**config.mk**
```make
export PLATFORM = sky130hd
export DESIGN_NAME = csr_counter_bank
export DESIGN_NICKNAME = d
export VERILOG_FILES = /design/src/rtl/csr_cnt_pkg.sv /design/src/rtl/cnt_dff64.sv /design/src/rtl/csr_counter_bank.sv
export SDC_FILE = /design/constraint.sdc
export NUM_CORES = 1
export LEC_CHECK = 0
export BUFFER_PORTS_ARGS = -buffer_cell sky130_fd_sc_hd__buf_2
export CAP_MARGIN = 20
export CORE_ASPECT_RATIO = 0.75
export CORE_MARGIN = 3
export CORE_UTILIZATION = 45
export DETAILED_ROUTE_END_ITERATION = 8
export PLACE_DENSITY_LB_ADDON = 0.15
export SLEW_MARGIN = 25
export SYNTH_ARGS = -nofsm -noshare
export SYNTH_HDL_FRONTEND = slang
export SYNTH_HIERARCHICAL = 1
export SYNTH_SLANG_ARGS = --single-unit
```
**constraint.sdc**
```tcl
create_clock -name clk -period 3.4 [get_ports clk]
set_input_delay 0.85 -clock clk [delete_from_list [all_inputs] [get_ports clk]]
set_output_delay 0.85 -clock clk [all_outputs]
set_load 0.005 [all_outputs]
```
**src/rtl/csr_cnt_pkg.sv**
```systemverilog
// Shared CSR addresses, mcountinhibit bit positions and access FSM states
// for the mcycle/minstret counter bank.
package csr_cnt_pkg;

  localparam logic [11:0] A_MCYCLE        = 12'hB00;
  localparam logic [11:0] A_MCYCLEH       = 12'hB80;
  localparam logic [11:0] A_MINSTRET      = 12'hB02;
  localparam logic [11:0] A_MINSTRETH     = 12'hB82;
  localparam logic [11:0] A_MCOUNTINHIBIT = 12'h320;
  localparam logic [11:0] A_CYCLE         = 12'hC00;
  localparam logic [11:0] A_CYCLEH        = 12'hC80;
  localparam logic [11:0] A_INSTRET       = 12'hC02;
  localparam logic [11:0] A_INSTRETH      = 12'hC82;

  localparam int INH_CY = 0;
  localparam int INH_IR = 2;

  typedef enum logic {S_IDLE, S_RESP} state_t;

  function automatic logic [31:0] hi32(input logic [63:0] v);
    return v[63:32];
  endfunction

endpackage

```
**src/rtl/cnt_dff64.sv**
```systemverilog
// One architectural counter: half-word writes take priority over the increment,
// so a write cycle never also counts.
module cnt_dff64 #(
  parameter int CNT_W = 64
) (
  input  logic             clk,
  input  logic             rst,
  input  logic             inc,
  input  logic             wr_lo,
  input  logic             wr_hi,
  input  logic [31:0]      wdata,
  output logic [CNT_W-1:0] value
);

  always_ff @(posedge clk) begin
    if (rst)        value              <= '0;
    else if (wr_lo) value[31:0]        <= wdata;
    else if (wr_hi) value[CNT_W-1:32]  <= wdata[CNT_W-33:0];
    else if (inc)   value              <= value + CNT_W'(1);
  end

endmodule

```
**src/rtl/csr_counter_bank.sv**
```systemverilog
// mcycle/minstret/mcountinhibit CSR bank, one access per two cycles.
// Optional CSR_CNT_SNAPSHOT_EN: a lo read latches the hi half so the next hi read is atomic.
module csr_counter_bank
  import csr_cnt_pkg::*;
#(
  parameter int ADDR_W = 12,
  parameter int CNT_W  = 64
) (
  input  logic              clk,
  input  logic              rst,
  input  logic              reg_en,
  output logic              reg_ready,
  input  logic              reg_wr,
  input  logic [ADDR_W-1:0] reg_addr,
  input  logic [31:0]       reg_wdata,
  output logic              reg_rvalid,
  output logic [31:0]       reg_rdata,
  output logic              reg_err,
  input  logic              instret_trig,
  input  logic              counterstop
);

  state_t state;
  logic   inh_cy, inh_ir;
  logic   acc, mapped, ro, sel_inh, wr_ok;
  logic   [1:0] sel_lo, sel_hi, sel_ulo, sel_uhi, wr_lo, wr_hi, inc;
  logic   [1:0][CNT_W-1:0] cnt_val;
  logic   [1:0][31:0] hi_rd;
  logic   [31:0] rd_data;
  logic   rd_err;

  assign acc     = reg_en && reg_ready;
  // index 0 = cycle counter, index 1 = instret counter
  assign sel_lo  = {reg_addr == ADDR_W'(A_MINSTRET),  reg_addr == ADDR_W'(A_MCYCLE)};
  assign sel_hi  = {reg_addr == ADDR_W'(A_MINSTRETH), reg_addr == ADDR_W'(A_MCYCLEH)};
  assign sel_ulo = {reg_addr == ADDR_W'(A_INSTRET),   reg_addr == ADDR_W'(A_CYCLE)};
  assign sel_uhi = {reg_addr == ADDR_W'(A_INSTRETH),  reg_addr == ADDR_W'(A_CYCLEH)};
  assign sel_inh = reg_addr == ADDR_W'(A_MCOUNTINHIBIT);
  assign ro      = |sel_ulo || |sel_uhi;
  assign mapped  = ro || |sel_lo || |sel_hi || sel_inh;
  assign wr_ok   = acc && reg_wr && mapped && !ro;
  assign wr_lo   = {2{wr_ok}} & sel_lo;
  assign wr_hi   = {2{wr_ok}} & sel_hi;
  assign inc[0]  = !counterstop && !inh_cy;
  assign inc[1]  = instret_trig && !counterstop && !inh_ir;

  for (genvar g = 0; g < 2; g++) begin : g_cnt
    logic [31:0] hi_live;

    cnt_dff64 #(.CNT_W(CNT_W)) u_cnt (
      .clk   (clk),
      .rst   (rst),
      .inc   (inc[g]),
      .wr_lo (wr_lo[g]),
      .wr_hi (wr_hi[g]),
      .wdata (reg_wdata),
      .value (cnt_val[g])
    );

    assign hi_live = hi32(64'(cnt_val[g]));

`ifdef CSR_CNT_SNAPSHOT_EN
    logic [31:0] snap;
    logic        snap_vld;

    always_ff @(posedge clk) begin
      if (rst) begin
        snap     <= '0;
        snap_vld <= 1'b0;
      end else if (wr_lo[g] || wr_hi[g]) begin
        snap_vld <= 1'b0;
      end else if (acc && !reg_wr && (sel_lo[g] || sel_ulo[g])) begin
        snap     <= hi_live;
        snap_vld <= 1'b1;
      end else if (acc && !reg_wr && (sel_hi[g] || sel_uhi[g])) begin
        snap_vld <= 1'b0;
      end
    end

    assign hi_rd[g] = snap_vld ? snap : hi_live;
`else
    assign hi_rd[g] = hi_live;
`endif
  end

  // Read data is sampled pre-increment at the accept edge; writes and errors return zero.
  always_comb begin
    rd_data = '0;
    rd_err  = !mapped || (reg_wr && ro);
    if (!reg_wr) begin
      for (int i = 0; i < 2; i++) begin
        if (sel_lo[i] || sel_ulo[i]) rd_data = cnt_val[i][31:0];
        if (sel_hi[i] || sel_uhi[i]) rd_data = hi_rd[i];
      end
      if (sel_inh) rd_data = {29'b0, inh_ir, 1'b0, inh_cy};
    end
  end

  always_ff @(posedge clk) begin
    if (rst) begin
      state      <= S_IDLE;
      reg_ready  <= 1'b1;
      reg_rvalid <= 1'b0;
      reg_rdata  <= '0;
      reg_err    <= 1'b0;
      inh_cy     <= 1'b0;
      inh_ir     <= 1'b0;
    end else begin
      if (wr_ok && sel_inh) begin
        inh_cy <= reg_wdata[INH_CY];
        inh_ir <= reg_wdata[INH_IR];
      end
      case (state)
        S_IDLE: begin
          if (acc) begin
            state      <= S_RESP;
            reg_ready  <= 1'b0;
            reg_rvalid <= 1'b1;
            reg_rdata  <= rd_data;
            reg_err    <= rd_err;
          end
        end
        default: begin
          state      <= S_IDLE;
          reg_ready  <= 1'b1;
          reg_rvalid <= 1'b0;
          reg_rdata  <= '0;
          reg_err    <= 1'b0;
        end
      endcase
    end
  end

endmodule

```
==> flow_summary.yaml, run 1 <==
drt:
  drtAntennaViolNets: 0
  vias: 12197
  wl_met3_um: 5828
  m1WireLength_um: 20350
  routed-wl-met2_um: 17640
  first_pass_iters: 8
  wl_per_cell_um: 24.46
  top_layer: "met4"
  drt_iter0_drc: 1802
  drc_errors: 0
  wl_um: 44620
  viasPerCell: 6.687
die:
  die-area_mm2: 0.02657
  start_util_pct: 46.00
  fp.dieW_um: 187.2
  ios: 85
  rows: 49
  fp.coreArea_mm2: 0.02409
  chipHeight_um: 141.9
power_and_ir_drop:
  power_per_cell_area_mw_per_mm2: 342.8
  irDropWorstVdd_mv: 0.3849
  power.internal_mw: 3.191
  p_seq_share_pct: 46.6
  p_total_mw: 4.324
  p_leak_nw: 4.474
  clkPwrFrac_pct: 44.2
  combPwrFrac_pct: 9.1
  switching_share_pct: 26.20
  power.switching_mw: 1.133
global_route:
  grtUsageTotal_pct: 32.59
  grt_overflow: 0
  grt_first_pass_wirelength_um: 66820
  first_global_vias: 10666
  antenna_found_initial: 0
  grt_max_degree: 51
worst_setup_path:
  critPathLaunchType: "primary input"
  crit_type: "primary input to flip-flop"
  r2r_slack_ns: 0.64
  crit_path_top_delay_cell: "nor3b_2"
  end_kind: "flip-flop"
  path_max_fanout: 14
  worst-path-buf-inv: 3
  cpPeakStageDelay_ns: 0.45
  cp.required_ns: 3.71
  path_cells: "buf_2 -> nor4b_4 -> and2_2 -> nand3_1 -> nor3b_2 -> buf_4 -> inv_1 -> nand2_1 -> a41oi_1 -> a41oi_1 -> a31oi_1"
  arrival_ns: 3.21
  cp_top_family: "simple AND/OR/NAND/NOR gates"
  cpMostUsedCell: "a41oi_1"
placed_design:
  gp_congestion: 1.033
  hpwl_um: 33350
  io_buffers: 84
layout:
  drive_gt1_share_pct: 19.42
  antenna_cells: 0
  final_nets: 1534
  area_growth_syn_to_layout_pct: 13.80
  fillers: 2362
synth:
  synthAdderAreaFrac_pct: 0.2258
  synth_nets: 1465
  synthCells: 1413
  synth_top_family_by_area: "simple AND/OR/NAND/NOR gates"
  synth_seq_area_share_pct: 29.98
  muxShareOfSynthArea_pct: 5.103
  syn-cell-area_mm2: 0.01108
  yosysTopAreaCell: "dfxtp_1"
  synth_compound_area_share_pct: 22.85
  yosys_warnings: 6
  ys_types: 75
  synth-xor-area-share_pct: 4.425
  synth_edf_count: 0
  syn_avg_cell_area_um2: 7.844
  synth_area_leaders: "dfxtp_1, nand2_1, nor2_1"
  synth_seq_cells: 166
  async_reset_ff_share_pct: 0
  ys.flop_type: "dfxtp_1"
  synth.top_cell.area_share_pct: 29.98
  synth_simple_gate_area_share_pct: 32.35
clocking:
  cts_buffers: 17
  htree_num_levels: 4
  cts_resized: 0
  post_cts_buffers: 0
  cts_sinks: 166
  clk_latency_ns: 0.45
  cts_hold_buf: 0
  clockRootBuffer: "clkbuf_16"
  clk_pin_slew_worst_paths_ns: 0.07
  cts_tree: "built"
  clock_path_buffers: 2
flow_run:
  max-cap-violations: 0
sta:
  final.setup_skew_ns: 0.009515
  min_period_ns: 2.898
  drv_slew: 0
  finalHoldViolCount: 0
  finalSetupViolCount: 0
  setup-tns-final_ns: 0
  layout_worst_path_cycle_share_pct: 85.23
  relSlewSlack_pct: 47.13
  fmax_ghz: 0.3451
  rsz0062_at_grt: "false"
  tightest_slew_ns: 0.7857
min_path:
  hold_path_class: "flip-flop to flip-flop"
run_status:
  status: "finished clean"
==> cell families (layout without fill, tap and decap cells) <==
logic type                 after synthesis  in the layout
AOI/OAI and AO/OA                      342            342
adders and majority gates                2              2
and+or+nand+nor                        662            662
DFF                                    166            166
xor gates and xnor gates                56             56
buffers and inverters                  135            215
muxes                                   50             50
==> cell usage after synthesis, drive strengths merged, types with 32 or more instances <==
library cell	n
dfxtp	166
nand2	133
nor2	128
nand3	84
clkbuf	74
nand4	67
a21oi	57
and3	51
nor3	42
nor4	37
o21ai	36
o22ai	36
xor2	36
a31oi	34
inv	33
a211oi	32
mux2	32
o31ai	32
==> metrics by stage <==
step                std cells  setup WS, ns  hold WS (ns)  utilization (%)  cell area (µm²)
floorplan                1413        0.2489        0.4607                -            11080
global placement         1794        0.1470        0.4391            50.10            12070
detailed placement       1794        0.1337        0.4427            50.10            12070
CTS                      1824        0.5819        0.4569            52.34            12610
global route             1824        0.4022        0.4829            52.34            12610
finish                   1824        0.5021        0.4591            52.34            12610
==> cell type report <==
type	instances	area, µm²	area share [%]
multi-input cells	1112	7234	57.36
flip-flops and latches	166	3323	26.35
repair buffers	150	968.4	7.679
clock buffers	25	465.4	3.690
well taps	331	414.1	3.284
inverters	35	131.4	1.042
clock inverters	5	75.07	0.5952
==> cells in the final DEF (no fill, tap or decap), drive strengths merged, types with 36 or more instances in the layout <==
cell / synthesis / layout
dfxtp: 166 / 166
buf: 26 / 150
nand2: 133 / 133
nor2: 128 / 128
nand3: 84 / 84
nand4: 67 / 67
a21oi: 57 / 57
and3: 51 / 51
nor3: 42 / 42
nor4: 37 / 37
o22ai: 36 / 36
o21ai: 36 / 36
xor2: 36 / 36
==> sequential cells by signal, indices dropped and copies added (netlist names) <==
register and cells:
reg_rvalid 1, inh_ir 1, reg_err 1, reg_rdata 32, state 1, g_cnt.u_cnt/value 128
reg_ready 1, inh_cy 1
==> metal layers <==
layer	track usage, %	up-vias
met1	50.46	5804
li1	-	5514
met2	43.88	819
met3	8.866	60
met4	8.191	0
met5	0	-
==> worst reg2reg max path, delay by kind of cell, from the launching register on <==
kind,cells,cell delay [ns]
flip-flops,1,0.47
AO/OA/AOI/OAI,1,0.12
AND/OR/NAND/NOR,3,1.54
multiplexers,1,0.33
buffers and inverters,1,0.24
==> final timing paths <==
check | to | start | depth (start not counted)
min reg2reg | reg_rdata[16] | reg_rdata[16] | 2
max | g_cnt[0].u_cnt/value[32] | reg_addr[5] | 11
max reg2reg | g_cnt[0].u_cnt/value[62] | g_cnt[0].u_cnt/value[8] | 6
min | reg_rdata[16] | reg_rdata[16] | 2
==> power groups by stage <==
stage          Clock, mW  Sequential [mW]  Combinational, mW
2_1_floorplan          0             2.04              0.207
3_3_place_gp           0             2.06              0.380
3_5_place_dp           0             2.06              0.382
4_1_cts             1.92             2.01              0.384
5_1_grt             2.00             2.02              0.413
6_report            1.91             2.02              0.395
No activity file was read; power rests on OpenSTA's default activity.
==> inputs of run 2 (changes only) <==
Settings changed: ABC_AREA set to 1, CORE_MARGIN 3 to 2.
Clock period 3.4 ns to 3 ns, I/O delays scaled along.
==> flow_summary.yaml, run 2 <==
placed_design:
  io_buffers: 84
  gp_congestion: 0.9816
  hpwl_um: 38710
  placed_cells: 2552
  place_area_mm2: 0.01352
synth:
  yosysMostFrequentCell: "nand2_1"
  async_reset_ff_share_pct: 0
  synth_seq_area_share_pct: 26.34
  synth_edf_count: 0
  synth_seq_cells: 166
  ys_top_cells_by_count: "nand2_1, nor2_1, inv_1, dfxtp_1, a21oi_1"
  syn-cell-area_mm2: 0.01262
  syn_avg_cell_area_um2: 5.862
  yosys_warnings: 6
  synth_area_leaders: "dfxtp_1, nand2_1, nor2_1"
  synthCells: 2152
  ys_types: 42
  ys.flop_type: "dfxtp_1"
  synth_nets: 2204
  yosysTopAreaCell: "dfxtp_1"
  synth.top_cell.area_share_pct: 26.34
die:
  ios: 85
  die-area_mm2: 0.02940
  fp.dieW_um: 197.3
  fp.coreArea_mm2: 0.02779
  start_util_pct: 45.40
  rows: 53
  chipHeight_um: 149.0
layout:
  drive_gt1_share_pct: 14.91
  final_common_cell: "nand2_1"
  antenna_cells: 0
  area_growth_syn_to_layout_pct: 11.79
  top_regs: "g_cnt.u_cnt/value x128, reg_rdata x32"
  largest_reg_flops: 128
  final_cells: 2584
  fillers: 2964
  final_area_mm2: 0.01410
  top_register: "g_cnt.u_cnt/value"
  final_cell_mix: "nand2_1, nor2_1, inv_1, dfxtp_1, a21oi_1"
  final_nets: 2266
worst_setup_path:
  end_kind: "flip-flop"
  critPathLaunch: "reg_addr[7]"
  crit_type: "primary input to flip-flop"
  cp.required_ns: 3.30
  crit_end: "g_cnt[1].u_cnt/value[59]"
  reg2regPathDepth: 9
  arrival_ns: 2.87
  path_max_fanout: 48
  path_cells: "buf_2 -> nor2_1 -> nand2_1 -> nor2_2 -> nand2_2 -> nand2_1 -> nor2_2 -> nand3_1 -> nor2_1 -> buf_4 -> o21ai_4 -> buf_12 -> nor2_1 -> nand2_1 -> a21oi_1"
  r2r_end: "g_cnt[0].u_cnt/value[56]"
  worst-path-buf-inv: 3
  r2r_slack_ns: 0.76
  crit_path_top_delay_cell: "o21ai_4"
  cp_top_family: "simple AND/OR/NAND/NOR gates"
  critPathLaunchType: "primary input"
  cpPeakStageDelay_ns: 0.40
  crit_cells: 15
  reg2reg_from: "g_cnt[0].u_cnt/value[33]"
flow_run:
  max-cap-violations: 0
clocking:
  htree_num_levels: 4
  cts_hold_buf: 0
  post_cts_buffers: 0
  clockRootBuffer: "clkbuf_16"
  cts_sinks: 166
  clk_latency_ns: 0.45
  cts_resized: 0
  cts_tree: "built"
  clock_path_buffers: 2
  clk_pin_slew_worst_paths_ns: 0.07
  cts_buffers: 17
sta:
  fmax_ghz: 0.3890
  final.setup_skew_ns: 0.01169
  layout_worst_path_cycle_share_pct: 85.68
  tightest_slew_ns: 0.7316
  rsz0062_at_grt: "false"
  finalSetupViolCount: 0
  drv_slew: 0
  setup-tns-final_ns: 0
  holdWs_ns: 0.4617
  relSlewSlack_pct: 50.93
  finalHoldViolCount: 0
  min_period_ns: 2.570
global_route:
  gr-usage-met1_pct: 52.39
  grt_util_met2_pct: 48.61
  grt_use_met3_pct: 8.931
  grtUsageTotal_pct: 34.69
  grt_max_degree: 117
  grt.busiest_layer: "met1"
  grt_overflow: 0
  first_global_vias: 12582
  antenna_found_initial: 0
  grt_first_pass_wirelength_um: 76310
drt:
  viasPerCell: 5.566
  wl_um: 51010
  vias: 14383
  drtAntennaViolNets: 0
  wl_per_cell_um: 19.74
  first_pass_iters: 6
  drc_errors: 0
  drt_iter0_drc: 1510
power_and_ir_drop:
  power_per_cell_area_mw_per_mm2: 343.1
  irDropWorstVdd_mv: 0.3650
  p_total_mw: 4.838
  p_leak_nw: 5.148
run_status:
  status: "finished clean"
min_path:
  hold_path_class: "flip-flop to flip-flop"
## run 2: changes by cell type after synthesis, moves of 34 or more
cell      change
a21oi_1     +103
clkbuf_1     -34
inv_1       +135
nand2_2      +46
nand4_1      -53
nor2_1      +250
and3_1       -51
nand2_1     +576
xor2_1       -34
o22ai_1      -36
o21ai_0      +47
nor4_1       -36
## run 2: cell type report
cell class	instances	area, µm²	area share [%]
repair buffers	120	830.8	5.891
clock inverters	15	157.7	1.118
clock buffers	17	425.4	3.016
flip-flops and latches	166	3323	23.56
well taps	357	446.7	3.167
multi-input cells	1734	8263	58.59
inverters	175	656.9	4.658
## run 2: worst min-delay path by stage
stage             startpoint       endpoint  slack, ns  cells after the start
3_5_place_dp           state      reg_ready       0.43                      2
6_report             reg_err        reg_err       0.46                      2
4_1_cts                state      reg_ready       0.46                      2
3_3_place_gp           state      reg_ready       0.43                      2
2_1_floorplan          state      reg_ready       0.41                      2
5_1_grt        reg_rdata[19]  reg_rdata[19]       0.48                      2
## run 2: cell families (layout without fill, tap and decap cells)
group                      after synthesis  in the layout  share of synthesized area, %
DFF                                    166            166                         26.34
xor gates and xnor gates                22             22                         1.527
and+or+nand+nor                       1342           1342                         45.87
buffers and inverters                  252            327                         8.321
adders and majority gates                2              2                        0.1983
AOI/OAI and AO/OA                      368            368                         17.74
## run 2: per-layer routing
layer  vias to the layer above  share of wire [%]  routed length, µm
li1                       7016                  -                  -
met3                        49                 11               5656
met2                       683                 40              20260
met4                         0                1.8                940
met5                         -                  0                  0
met1                      6635                 47              24150
## run 2: report_power, final
part | internal, mW | leakage, nW | switching [mW] | total (mW)
clock | 1.12 | 0.284 | 1.15 | 2.27
sequential | 2.21 | 1.34 | 0.00611 | 2.22
combinational | 0.0974 | 3.53 | 0.260 | 0.358
## run 2: worst reg2reg max path: stages (launching register included)
cell	delay, ns
dfxtp_1	0.54
nand2_1	0.15
nor2_1	0.27
nand2_1	0.26
nor2_1	0.33
nand2_1	0.14
o21ai_0	0.17
nand3_1	0.10
nand2_1	0.09
a21oi_1	0.06
## run 2: through the flow
step / util (%) / setup WS [ns]
after floorplan: - / 0.3865
after detailed placement: 48.66 / 0.004592
after global placement: 48.66 / 0.06158
after CTS: 50.76 / 0.4785
after global routing: 50.76 / 0.1466
final: 50.76 / 0.4296
